===== src/rtl/riscv_pkg.sv =====
// Shared RV32I load/store width codes and memory access FSM states.
// Imported by the memory access unit and its lane aligner.
package riscv_pkg;

  localparam logic [2:0] F3_LB  = 3'b000;
  localparam logic [2:0] F3_LH  = 3'b001;
  localparam logic [2:0] F3_LW  = 3'b010;
  localparam logic [2:0] F3_LBU = 3'b100;
  localparam logic [2:0] F3_LHU = 3'b101;
  localparam logic [2:0] F3_SB  = 3'b000;
  localparam logic [2:0] F3_SH  = 3'b001;
  localparam logic [2:0] F3_SW  = 3'b010;

  typedef enum logic [1:0] {
    S_IDLE,
    S_READ,
    S_WRITE,
    S_DONE
  } mau_state_e;

  // Reserved width codes are reported as misaligned.
  function automatic logic f3_misaligned(
    input logic [2:0] f3,
    input logic [1:0] off
  );
    logic m;
    unique case (f3)
      F3_LB, F3_LBU: m = 1'b0;
      F3_LH, F3_LHU: m = off[0];
      F3_LW:         m = |off;
      default:       m = 1'b1;
    endcase
    return m;
  endfunction

endpackage


===== src/rtl/lane_align.sv =====
// Load byte/halfword extract and extend, store byte/halfword merge.
// Purely combinational; lane chosen by the low address bits.
module lane_align
  import riscv_pkg::*;
(
  input  logic [2:0]  f3,
  input  logic [1:0]  off,
  input  logic [31:0] rd_word,
  input  logic [31:0] st_word,
  input  logic [31:0] wdata,
  output logic [31:0] ld,
  output logic [31:0] sd
);

  logic [7:0]  b;
  logic [15:0] h;

  always_comb begin
    b = rd_word[8*off +: 8];
    h = off[1] ? rd_word[31:16] : rd_word[15:0];
    unique case (f3)
      F3_LB:   ld = {{24{b[7]}}, b};
      F3_LH:   ld = {{16{h[15]}}, h};
      F3_LBU:  ld = {24'd0, b};
      F3_LHU:  ld = {16'd0, h};
      default: ld = rd_word;
    endcase
  end

  always_comb begin
    sd = st_word;
    unique case (f3[1:0])
      2'b00:   sd[8*off +: 8] = wdata[7:0];
      2'b01:   sd[16*off[1] +: 16] = wdata[15:0];
      default: sd = wdata;
    endcase
  end

endmodule


===== src/rtl/mem_access_unit.sv =====
// RV32I load/store unit on a single-port word memory.
// Sub-word stores use read-modify-write.
module mem_access_unit
  import riscv_pkg::*;
#(
  parameter int XLEN = 32
) (
  input  logic            clk,
  input  logic            rst_n,
  input  logic            req,
  input  logic            is_store,
  input  logic [2:0]      funct3,
  input  logic [XLEN-1:0] addr,
  input  logic [XLEN-1:0] wdata,
  output logic            busy,
  output logic            done,
  output logic [XLEN-1:0] rdata,
  output logic            misaligned,
  output logic [XLEN-1:0] mem_a,
  output logic            mem_we,
  output logic [XLEN-1:0] mem_wd,
  input  logic [XLEN-1:0] mem_rd
);

  mau_state_e st_q, st_d;
  logic        st_is_q;
  logic [2:0]  f3_q;
  logic [31:0] addr_q;
  logic [31:0] wdata_q;
  logic [31:0] word_q;
  logic [31:0] rdata_q;
  logic        mis_q;
  logic        mis_now;
  logic [31:0] ld;
  logic [31:0] sd;

  assign mis_now = f3_misaligned(funct3, addr[1:0]);

  lane_align u_lane (
    .f3      (f3_q),
    .off     (addr_q[1:0]),
    .rd_word (mem_rd),
    .st_word (word_q),
    .wdata   (wdata_q),
    .ld      (ld),
    .sd      (sd)
  );

  always_ff @(posedge clk or negedge rst_n) begin
    if (!rst_n) begin
      st_q    <= S_IDLE;
      st_is_q <= 1'b0;
      f3_q    <= 3'd0;
      addr_q  <= 32'd0;
      wdata_q <= 32'd0;
      word_q  <= 32'd0;
      rdata_q <= 32'd0;
      mis_q   <= 1'b0;
    end else begin
      st_q <= st_d;
      unique case (st_q)
        S_IDLE: if (req) begin
          st_is_q <= is_store;
          f3_q    <= funct3;
          addr_q  <= addr;
          wdata_q <= wdata;
          mis_q   <= mis_now;
        end
        S_READ: begin
          if (st_is_q) word_q  <= mem_rd;
          else         rdata_q <= ld;
        end
        default: ;
      endcase
    end
  end

  always_comb begin
    st_d   = st_q;
    busy   = 1'b1;
    done   = 1'b0;
    mem_we = 1'b0;
    unique case (st_q)
      S_IDLE: begin
        busy = 1'b0;
        if (req) begin
          if (mis_now)
            st_d = S_DONE;
          else if (is_store && funct3 == F3_SW)
            st_d = S_WRITE;
          else
            st_d = S_READ;
        end
      end
      S_READ:  st_d = st_is_q ? S_WRITE : S_DONE;
      S_WRITE: begin
        mem_we = 1'b1;
        st_d   = S_DONE;
      end
      S_DONE: begin
        done = 1'b1;
        st_d = S_IDLE;
      end
    endcase
  end

  assign mem_a      = {addr_q[31:2], 2'b00};
  assign mem_wd     = sd;
  assign rdata      = rdata_q;
  assign misaligned = mis_q;

endmodule


===== config.mk =====
export PLATFORM = sky130hd
export DESIGN_NAME = mem_access_unit
export DESIGN_NICKNAME = d
export VERILOG_FILES = /design/src/rtl/riscv_pkg.sv /design/src/rtl/lane_align.sv /design/src/rtl/mem_access_unit.sv
export SDC_FILE = /design/constraint.sdc
export NUM_CORES = 1
export LEC_CHECK = 0
export ABC_AREA = 1
export CORE_ASPECT_RATIO = 1.75
export CORE_MARGIN = 3
export CORE_UTILIZATION = 53
export DETAILED_ROUTE_END_ITERATION = 10
export PLACE_DENSITY = 0.88
export RECOVER_POWER = 100
export SKIP_CTS_REPAIR_TIMING = 1
export SYNTH_ARGS = -nofsm -noshare
export SYNTH_HDL_FRONTEND = slang
export SYNTH_SLANG_ARGS = --single-unit

===== constraint.sdc =====
create_clock -name clk -period 3.3 [get_ports clk]
set_input_delay 0.66 -clock clk [delete_from_list [all_inputs] [get_ports clk]]
set_output_delay 0.66 -clock clk [all_outputs]
set_load 0.02 [all_outputs]

==> summary.txt, run 1 <==
outcome = finished, violations left
failing checks = capacitance limit, slew limit
final period utilization = 98.79%
post-synthesis instance total = 990
Slew HR = -69.51%
worst path bufs/invs = 4
Top FF cell, synth = dfrtp_1
ys async rst share = 100.0%
initial antenna violation count = 0
TritonCTS clock tree = yes
Die Span X = 95.16 um
antenna viol nets, final = 0
Final Max Tran Viols = 95
power per cell area = 1109 nW/um^2
worst-case clock skew = 10.41 ps
via count = 7294
Worst Slack Setup Final = 40.05 ps
Max Cap Viol = 2
WL final = 22.87 mm
row count = 56
Seq cells post-synth = 135
drt drc = 0
first-pass detailed-route iteration total = 5
largest net degree at the start of global routing = 70
Placeable Area = 13520 um^2
cell area after synthesis = 7372 um^2
Setup Viol. Count Final = 0
Place WS = 408.9 ps
buffers added on ports = 200
Syn. warnings = 0
Reg clk slew, reported paths = 60 ps
vias in the first global route = 7168
fmax = 0.3068 GHz
layout cells sized above 1 = 9.021%
IR drop worst, VDD = 0.5985 mV
Clock Tree Root = clkbuf_16
worst-path cell chain = inv_6, ha_1, inv_1, nand2_1, nor3_4, buf_4, nand3_1, nand4_1, clkdlybuf4s50_1
Unique masters post-synth = 32
endpoints failing hold = 0
IO Count = 203
Worst-Skew Late Latency = 420 ps
crit-path max cell delay = 640 ps
routed vias/inst = 5.451
post-route minimum period = 3260 ps
Placed Cells incl. Taps = 1299
WL per Instance = 17.09 um
CP top delay family = buffers and inverters
Tightest Hold Check Type = flop to flop
Filler Cell Count = 1029
Worst Max-Slew Pin Slew = 2543 ps
die area = 15420 um^2
mean area per synthesized cell = 7.447 um^2
Pleak = 4.982 nW
CP arrival = 2600 ps
die span in y = 162.0 um
half-perimeter wire length after placement = 16.39 mm
CTS Sinks = 135
routability cong. = 1.014
RSZ-0062 raised after global routing = yes
area added between synthesis and finish = 33.57%
DR top layer = met4
routed length on met2 = 11.53 mm
WP data required = 2640 ps
Initial Utilization = 54.52%
total track usage = 30.16%
met1 wire length = 7.887 mm
Post-synth EDFFs = 0
first-pass GRT wire length = 35.88 mm
hold slack = 468.7 ps
slowest cell on the critical path = clkdlybuf4s50_1
H-tree depth = 4
GR Overflow Total = 0
DR iter-0 viols = 646
CP Launch Type = flop
Routed met3 length = 1.842 mm
CTS Buf Count = 17
nets@finish = 1264
Post-Layout Cell Count = 1338
CTS Buffer Depth = 2
sequential cell area fraction in the yosys report = 45.82%
WS Path Type = flop to primary output
setup tns final = 0 ps
Critical Path End Type = primary output
ANT cells = 0
Critical Path Fanout Max = 23
## metal layers
| metal | up-vias | global-route usage [%] |
|---|---|---|
| li1 | 3418 | - |
| met5 | - | 0 |
| met1 | 3284 | 33.26 |
| met2 | 461 | 50.62 |
| met4 | 0 | 20.24 |
| met3 | 131 | 6.766 |
## state kept, by name (all words and copies together) (netlist names)
register	cells
st_q	2
addr_q	32
misaligned	1
f3_q	3
st_is_q	1
word_q	32
wdata_q	32
rdata	32
## report_power, final
part	internal, W	switching, W	leakage (nW)
registers	0.00246	0.000611	1.65
logic	0.00217	0.00358	3.03
clock network	0.00135	0.000743	0.309
## area by class of cell
class                      count  area, um^2  share of cell area [%]
tap                          174       217.7                   2.211
clock buffer                  19       432.9                   4.396
inverter                      83       322.8                   3.278
clock inverter                13       217.7                   2.211
timing repair buffer         220        2057                   20.89
sequential                   135        3379                   34.32
multi-input combinational    694        3219                   32.69
## final timing paths
kind                            from         end  slack [ps]  cells after the start
min in group asynchronous      rst_n   addr_q[3]        1030                      1
max in group asynchronous      rst_n   rdata[23]         570                      2
min reg2reg                addr_q[5]   addr_q[5]         470                      2
max                        addr_q[1]  mem_wd[21]          40                      9
min                        addr_q[5]   addr_q[5]         470                      2
max reg2reg                  st_q[1]  word_q[20]         500                      5
## cell usage in the layout, fill, tap and decap left out, types with 4 or more instances in the layout
cell type        netlist  final
nand2_1              411    411
dfrtp_1              135    134
clkdlybuf4s50_1        0    115
inv_1                 75     74
dlygate4sd3_1          0     67
o21ai_0               61     61
nand3_1               48     47
a21oi_1               46     46
nor2_1                34     35
clkbuf_1              23     20
clkbuf_16              0     17
or2_2                 16     16
buf_4                 34     14
nand3_2               11     12
o22ai_1               12     12
o211ai_1               9      9
ha_1                  10      9
nand4_1                7      7
inv_2                  4      6
inv_6                  0      5
bufinv_16              0      5
mux2_2                 4      4
## worst reg2reg max path: stages, from the launching register on
cell	delay, ps
dfrtp_1	390
inv_1	100
ha_1	200
nand2_1	300
clkbuf_1	1230
mux2_2	440
## through the flow
| stage | power, W | utilization, % | cell area (um^2) |
|---|---|---|---|
| 2_1_floorplan | 0.006794 | - | 7376 |
| 3_3_place_gp | 0.008887 | 68.38 | 9248 |
| 3_5_place_dp | 0.009016 | 68.38 | 9248 |
| 4_1_cts | 0.01119 | 73.20 | 9898 |
| 5_1_grt | 0.01162 | 72.82 | 9847 |
| 6_report | 0.01092 | 72.82 | 9847 |
## logic make-up (layout without fill, tap and decap cells)
group / Yosys count / after routing / synth area share (%)
muxes: 4 / 4 / 0.6110
and+or+nand+nor: 542 / 542 / 31.06
other: 1 / 2 / 0.05087
buffers and inverters: 162 / 335 / 10.73
DFF: 135 / 135 / 45.82
adders and majority gates: 10 / 10 / 1.697
AOI/OAI and AO/OA: 136 / 136 / 10.03
## Yosys cell counts (3+ instances only)
| cell | instances | share of area, % |
|---|---|---|
| nand3_1 | 48 | 3.3 |
| inv_2 | 4 | 0.20 |
| a22oi_1 | 3 | 0.31 |
| nor3_1 | 3 | 0.20 |
| nand2_2 | 3 | 0.25 |
| nand2_4 | 3 | 0.46 |
| nor2_2 | 3 | 0.25 |
| nor2_1 | 34 | 1.7 |
| nand2_1 | 411 | 21 |
| buf_4 | 34 | 3.5 |
| inv_1 | 75 | 3.8 |
| mux2_2 | 4 | 0.61 |
| buf_2 | 16 | 1.1 |
| buf_6 | 4 | 0.61 |
| o22ai_1 | 12 | 1.0 |
| ha_1 | 10 | 1.7 |
| a21oi_1 | 46 | 3.1 |
| o211ai_1 | 9 | 0.92 |
| o21ai_2 | 3 | 0.36 |
| or2_2 | 16 | 1.4 |
| dfrtp_1 | 135 | 46 |
| clkbuf_1 | 23 | 1.2 |
| nand4_1 | 7 | 0.59 |
| nand3_2 | 11 | 1.5 |
| o21ai_0 | 61 | 4.1 |
Note: power is estimated with default switching activity, not from simulation.
==> run 2: changes to the inputs <==
MAX_ROUTING_LAYER = met4   (was not set)
==> summary.txt, run 2 (same netlist as run 1, synthesis figures left out) <==
outcome = finished, violations left (unchanged)
failing checks = capacitance limit, slew limit (unchanged)
HP Start = addr_q[4] (was addr_q[5])
Critical Path End Type = primary output (unchanged)
FF-to-FF path depth = 5 (unchanged)
RSZ-0062 raised after global routing = yes (unchanged)
routability cong. = 1.043 (was 1.014)
DR iter-0 viols = 615 (was 646)
routed vias/inst = 5.467 (was 5.451)
post-route minimum period = 3241 ps (was 3260 ps)
IO Count = 203 (unchanged)
first-pass GRT wire length = 35.49 mm (was 35.88 mm)
Post-Layout Cell Count = 1336 (was 1338)
setup tns final = 0 ps (unchanged)
total track usage = 31.00% (was 30.16%)
Reg clk slew, reported paths = 60 ps (about the same)
CP Launch Type = flop (unchanged)
layout cells sized above 1 = 8.699% (was 9.021%)
Filler Cell Count = 1041 (was 1029)
hold slack = 470.8 ps (was 468.7 ps)
CP Launch Point = addr_q[1] (unchanged)
GR Overflow Total = 0 (unchanged)
final period utilization = 98.21% (was 98.79%)
Worst-Skew Late Latency = 410 ps (was 420 ps)
Tightest Hold Check Type = flop to flop (unchanged)
endpoints failing hold = 0 (unchanged)
crit-path max cell delay = 580 ps (was 640 ps)
power per cell area = 1116 nW/um^2 (was 1109 nW/um^2)
reg2reg start = st_q[1] (unchanged)
Clock Tree Root = clkbuf_16 (unchanged)
WP depth = 8 (was 9)
CP top delay family = buffers and inverters (unchanged)
first-pass detailed-route iteration total = 5 (unchanged)
CTS Buf Count = 17 (unchanged)
H-tree depth = 4 (unchanged)
worst-case clock skew = 9.029 ps (was 10.41 ps)
Place WS = 411.6 ps (was 408.9 ps)
Setup Viol. Count Final = 0 (unchanged)
Worst Max-Slew Pin Slew = 2102 ps (was 2543 ps)
Initial Utilization = 54.52% (unchanged)
slowest cell on the critical path = clkdlybuf4s50_1 (unchanged)
IR drop worst, VDD = 0.6529 mV (was 0.5985 mV)
buffers added on ports = 200 (unchanged)
Final Max Tran Viols = 136 (was 95)
row count = 56 (unchanged)
Die Span X = 95.16 um (unchanged)
WL per Instance = 17.00 um (was 17.09 um)
TritonCTS clock tree = yes (unchanged)
worst path bufs/invs = 4 (unchanged)
antenna viol nets, final = 0 (unchanged)
CTS Sinks = 135 (unchanged)
initial antenna violation count = 1 (was 0)
via count = 7304 (was 7294)
largest net degree at the start of global routing = 86 (was 70)
Worst Slack Setup Final = 58.98 ps (was 40.05 ps)
total power = 0.01096 W (was 0.01092 W)
Pleak = 4.989 nW (was 4.982 nW)
CP arrival = 2580 ps (was 2600 ps)
Critical Path Fanout Max = 20 (was 23)
die area = 15420 um^2 (unchanged)
die span in y = 162.0 um (unchanged)
Placed Cells incl. Taps = 1300 (was 1299)
vias in the first global route = 7052 (was 7168)
fmax = 0.3085 GHz (was 0.3068 GHz)
nets@finish = 1262 (was 1264)
WP data required = 2640 ps (about the same)
WS Path Type = flop to primary output (unchanged)
Placeable Area = 13520 um^2 (unchanged)
half-perimeter wire length after placement = 16.26 mm (was 16.39 mm)
Max Cap Viol = 2 (unchanged)
area added between synthesis and finish = 33.25% (was 33.57%)
commonest cells after routing, fill and taps aside = nand2_1, dfrtp_1, clkdlybuf4s50_1 (unchanged)
most common cell after layout, fill and taps aside = nand2_1 (unchanged)
worst-path cell chain = buf_4, ha_1, inv_1, nand2_1, inv_1, o21ai_0, nand4_1, clkdlybuf4s50_1 (was inv_6, ha_1, inv_1, nand2_1, nor3_4, buf_4, nand3_1, nand4_1, clkdlybuf4s50_1)
worst hold path cell count = 2 (unchanged)
WL final = 22.71 mm (was 22.87 mm)
Slew HR = -40.13% (was -69.51%)
drt drc = 0 (unchanged)
Crit path top cell by count = inv_1
CTS Buffer Depth = 2 (unchanged)
## run 2: worst min-delay path: stages (launching register included)
cell and delay (ps):
dfrtp_1 330, nand2_1 50, nand2_1 50
## run 2: path summary, 6_finish.rpt
| kind | to | slack, ps |
|---|---|---|
| max | mem_wd[21] | 60 |
| min | addr_q[4] | 470 |
| max reg2reg | word_q[20] | 480 |
| min reg2reg | addr_q[4] | 470 |
| max in group asynchronous | rdata[22] | 740 |
| min in group asynchronous | wdata_q[16] | 830 |
## run 2: cell type report
class	count	area [um^2]	share of cell area, %
Clock inverter	14	270.3	2.751
Sequential cell	135	3379	34.40
Timing Repair Buffer	218	1998	20.34
Multi-Input combinational cell	694	3207	32.65
Tap cell	174	217.7	2.216
Antenna cell	1	2.502	0.02547
Clock buffer	17	425.4	4.331
Inverter	83	322.8	3.286
## run 2: power by group
| group | leakage, nW | switching [W] | internal (W) |
|---|---|---|---|
| Combinational | 3.01 | 0.00357 | 0.00209 |
| Clock | 0.335 | 0.000729 | 0.00150 |
| Sequential | 1.65 | 0.000610 | 0.00246 |
## run 2: metal layers
metal	global-route usage [%]	wire (um)	vias to the layer above
met3	4.634	1484	132
met2	51.10	11530	393
met5	-	0	-
met1	33.69	8056	3371
li1	-	-	3408
met4	21.29	1639	0
## run 2: stage by stage
stage,cell area [um^2],utilization [%]
after floorplan,7376,-
after global placement,9255,68.44
after detailed placement,9255,68.44
after CTS,9951,73.58
after global routing,9823,72.64
final,9823,72.64
==> run 3: changes to the inputs <==
GPL_ROUTABILITY_DRIVEN = 0   (was not set)
TNS_END_PERCENT = 100   (was not set)
==> summary.txt, run 3 (same netlist as run 1, synthesis figures left out) <==
CTS Buffer Depth = 2 (unchanged)
met3 GRT Util = 4.773% (was 4.634%)
antenna viol nets, final = 0 (unchanged)
worst hold endpoint = addr_q[6] (was addr_q[4])
Critical Path End Type = primary output (unchanged)
Setup Viol. Count Final = 0 (unchanged)
Worst Slack Setup Final = 55.44 ps (was 58.98 ps)
failing checks = capacitance limit, slew limit (unchanged)
Clock Tree Root = clkbuf_16 (unchanged)
reg2reg start = st_q[1] (unchanged)
IO Count = 203 (unchanged)
Reg clk slew, reported paths = 60 ps (about the same)
WL final = 22.98 mm (was 22.71 mm)
Tightest Hold Check Type = flop to flop (unchanged)
WP data required = 2640 ps (about the same)
Pleak = 4.979 nW (was 4.989 nW)
largest net degree at the start of global routing = 70 (was 86)
endpoints failing hold = 0 (unchanged)
Worst R2R Setup Slack = 420 ps (was 480 ps)
CP Launch Type = flop (unchanged)
nets@finish = 1260 (was 1262)
Placeable Area = 13520 um^2 (unchanged)
Critical Path Fanout Max = 20 (unchanged)
die span in y = 162.0 um (unchanged)
Post-Layout Cell Count = 1332 (was 1336)
IR drop worst, VDD = 0.6221 mV (was 0.6529 mV)
FF/Latch Area = 3379 um^2 (unchanged)
layout cells sized above 1 = 8.377% (was 8.699%)
FF-to-FF path depth = 5 (unchanged)
vias in the first global route = 7000 (was 7052)
met2 usage = 50.72% (was 51.10%)
row count = 56 (unchanged)
routed vias/inst = 5.428 (was 5.467)
setup tns final = 0 ps (unchanged)
H-tree depth = 4 (unchanged)
FF-to-FF End = word_q[16] (was word_q[20])
Final Max Tran Viols = 89 (was 136)
most common cell after layout, fill and taps aside = nand2_1 (unchanged)
hold slack = 470.1 ps (was 470.8 ps)
DR iter-0 viols = 615 (unchanged)
buffers added on ports = 200 (unchanged)
Placed Cells incl. Taps = 1299 (was 1300)
Slew HR = -44.80% (was -40.13%)
GR Overflow Total = 0 (unchanged)
die area = 15420 um^2 (unchanged)
CTS Sinks = 135 (unchanged)
TritonCTS clock tree = yes (unchanged)
via count = 7230 (was 7304)
HP Start = addr_q[6] (was addr_q[4])
outcome = finished, violations left (unchanged)
total track usage = 31.20% (was 31.00%)
Worst Max-Slew Pin Slew = 2172 ps (was 2102 ps)
commonest cells after routing, fill and taps aside = nand2_1, dfrtp_1, clkdlybuf4s50_1 (unchanged)
power per cell area = 1103 nW/um^2 (was 1116 nW/um^2)
first-pass GRT wire length = 35.70 mm (was 35.49 mm)
WS Path Type = flop to primary output (unchanged)
CTS Buf Count = 17 (unchanged)
met1 usage = 35.66% (was 33.69%)
fmax = 0.3082 GHz (was 0.3085 GHz)
Die Span X = 95.16 um (unchanged)
busiest grt layer = met2 (unchanged)
drt drc = 0 (unchanged)
initial antenna violation count = 0 (was 1)
first-pass detailed-route iteration total = 7 (was 5)
ANT cells = 0 (was 1)
Filler Cell Count = 1056 (was 1041)
worst hold path cell count = 2 (unchanged)
Initial Utilization = 54.52% (unchanged)
Place WS = 427.9 ps (was 411.6 ps)
final period utilization = 98.32% (was 98.21%)
CP arrival = 2580 ps (about the same)
area added between synthesis and finish = 32.69% (was 33.25%)
post-route minimum period = 3245 ps (was 3241 ps)
Worst-Skew Late Latency = 420 ps (was 410 ps)
Multi-input gate area = 3207 um^2 (unchanged)
WL per Instance = 17.25 um (was 17.00 um)
RSZ-0062 raised after global routing = yes (unchanged)
worst-case clock skew = 7.594 ps (was 9.029 ps)
Max Cap Viol = 2 (unchanged)
half-perimeter wire length after placement = 16.34 mm (was 16.26 mm)
## run 3: cell count changes in the layout (fill, tap and decap cells not counted), sizes merged
cell / before / now
clkdlybuf4s50: 110 / 113
inv: 85 / 83
buf: 11 / 10
clkinvlp: 2 / 5
clkbuf: 44 / 39
diode: 1 / 0
bufinv: 7 / 4
dlymetal6s2s: 3 / 5
## run 3: cell type report
| cell class | instances | share of cell area (%) |
|---|---|---|
| clock inverter | 12 | 1.816 |
| tap | 174 | 2.226 |
| clock buffer | 18 | 4.490 |
| sequential | 135 | 34.55 |
| inverter | 83 | 3.300 |
| multi-input combinational | 694 | 32.78 |
| timing repair buffer | 216 | 20.84 |
## run 3: worst max path at each step
stage,endpoint,from,slack (ps),cells past startpoint
floorplan,mem_wd[24],addr_q[1],720,10
global placement,mem_wd[1],addr_q[1],480,7
detailed placement,mem_wd[26],addr_q[1],430,8
CTS,mem_wd[1],addr_q[1],-30,7
global route,mem_wd[21],addr_q[1],-40,8
finish,mem_wd[21],addr_q[1],60,8
## run 3: where the power goes
group          switching (W)  leakage, nW  internal (W)  total, W
sequential          0.000615         1.65       0.00246   0.00308
clock               0.000723        0.290       0.00127   0.00200
combinational        0.00356         3.04       0.00215   0.00571
total                0.00490         4.98       0.00589    0.0108
## run 3: routing by layer
layer | routed length (um) | vias up
met1 | 8275 | 3311
met5 | 0 | -
met4 | 1432 | 0
met2 | 11710 | 391
met3 | 1555 | 121
li1 | - | 3407
## run 3: stage by stage
| step | total power, W | utilization, % | area, um^2 |
|---|---|---|---|
| global placement | 0.008884 | 68.38 | 9248 |
| global route | 0.01147 | 72.34 | 9782 |
| detailed placement | 0.009014 | 68.38 | 9248 |
| finish | 0.01079 | 72.34 | 9782 |
| CTS | 0.01110 | 72.95 | 9864 |
| floorplan | 0.006794 | - | 7376 |
## run 3: worst max-delay path, cell delays in order, from the launching register on
cell             delay [ps]
dfrtp_1                 440
buf_6                   230
ha_1                    170
inv_1                    70
nand2_1                 140
inv_1                   130
o21ai_0                 230
nand4_1                 180
clkdlybuf4s50_1         590
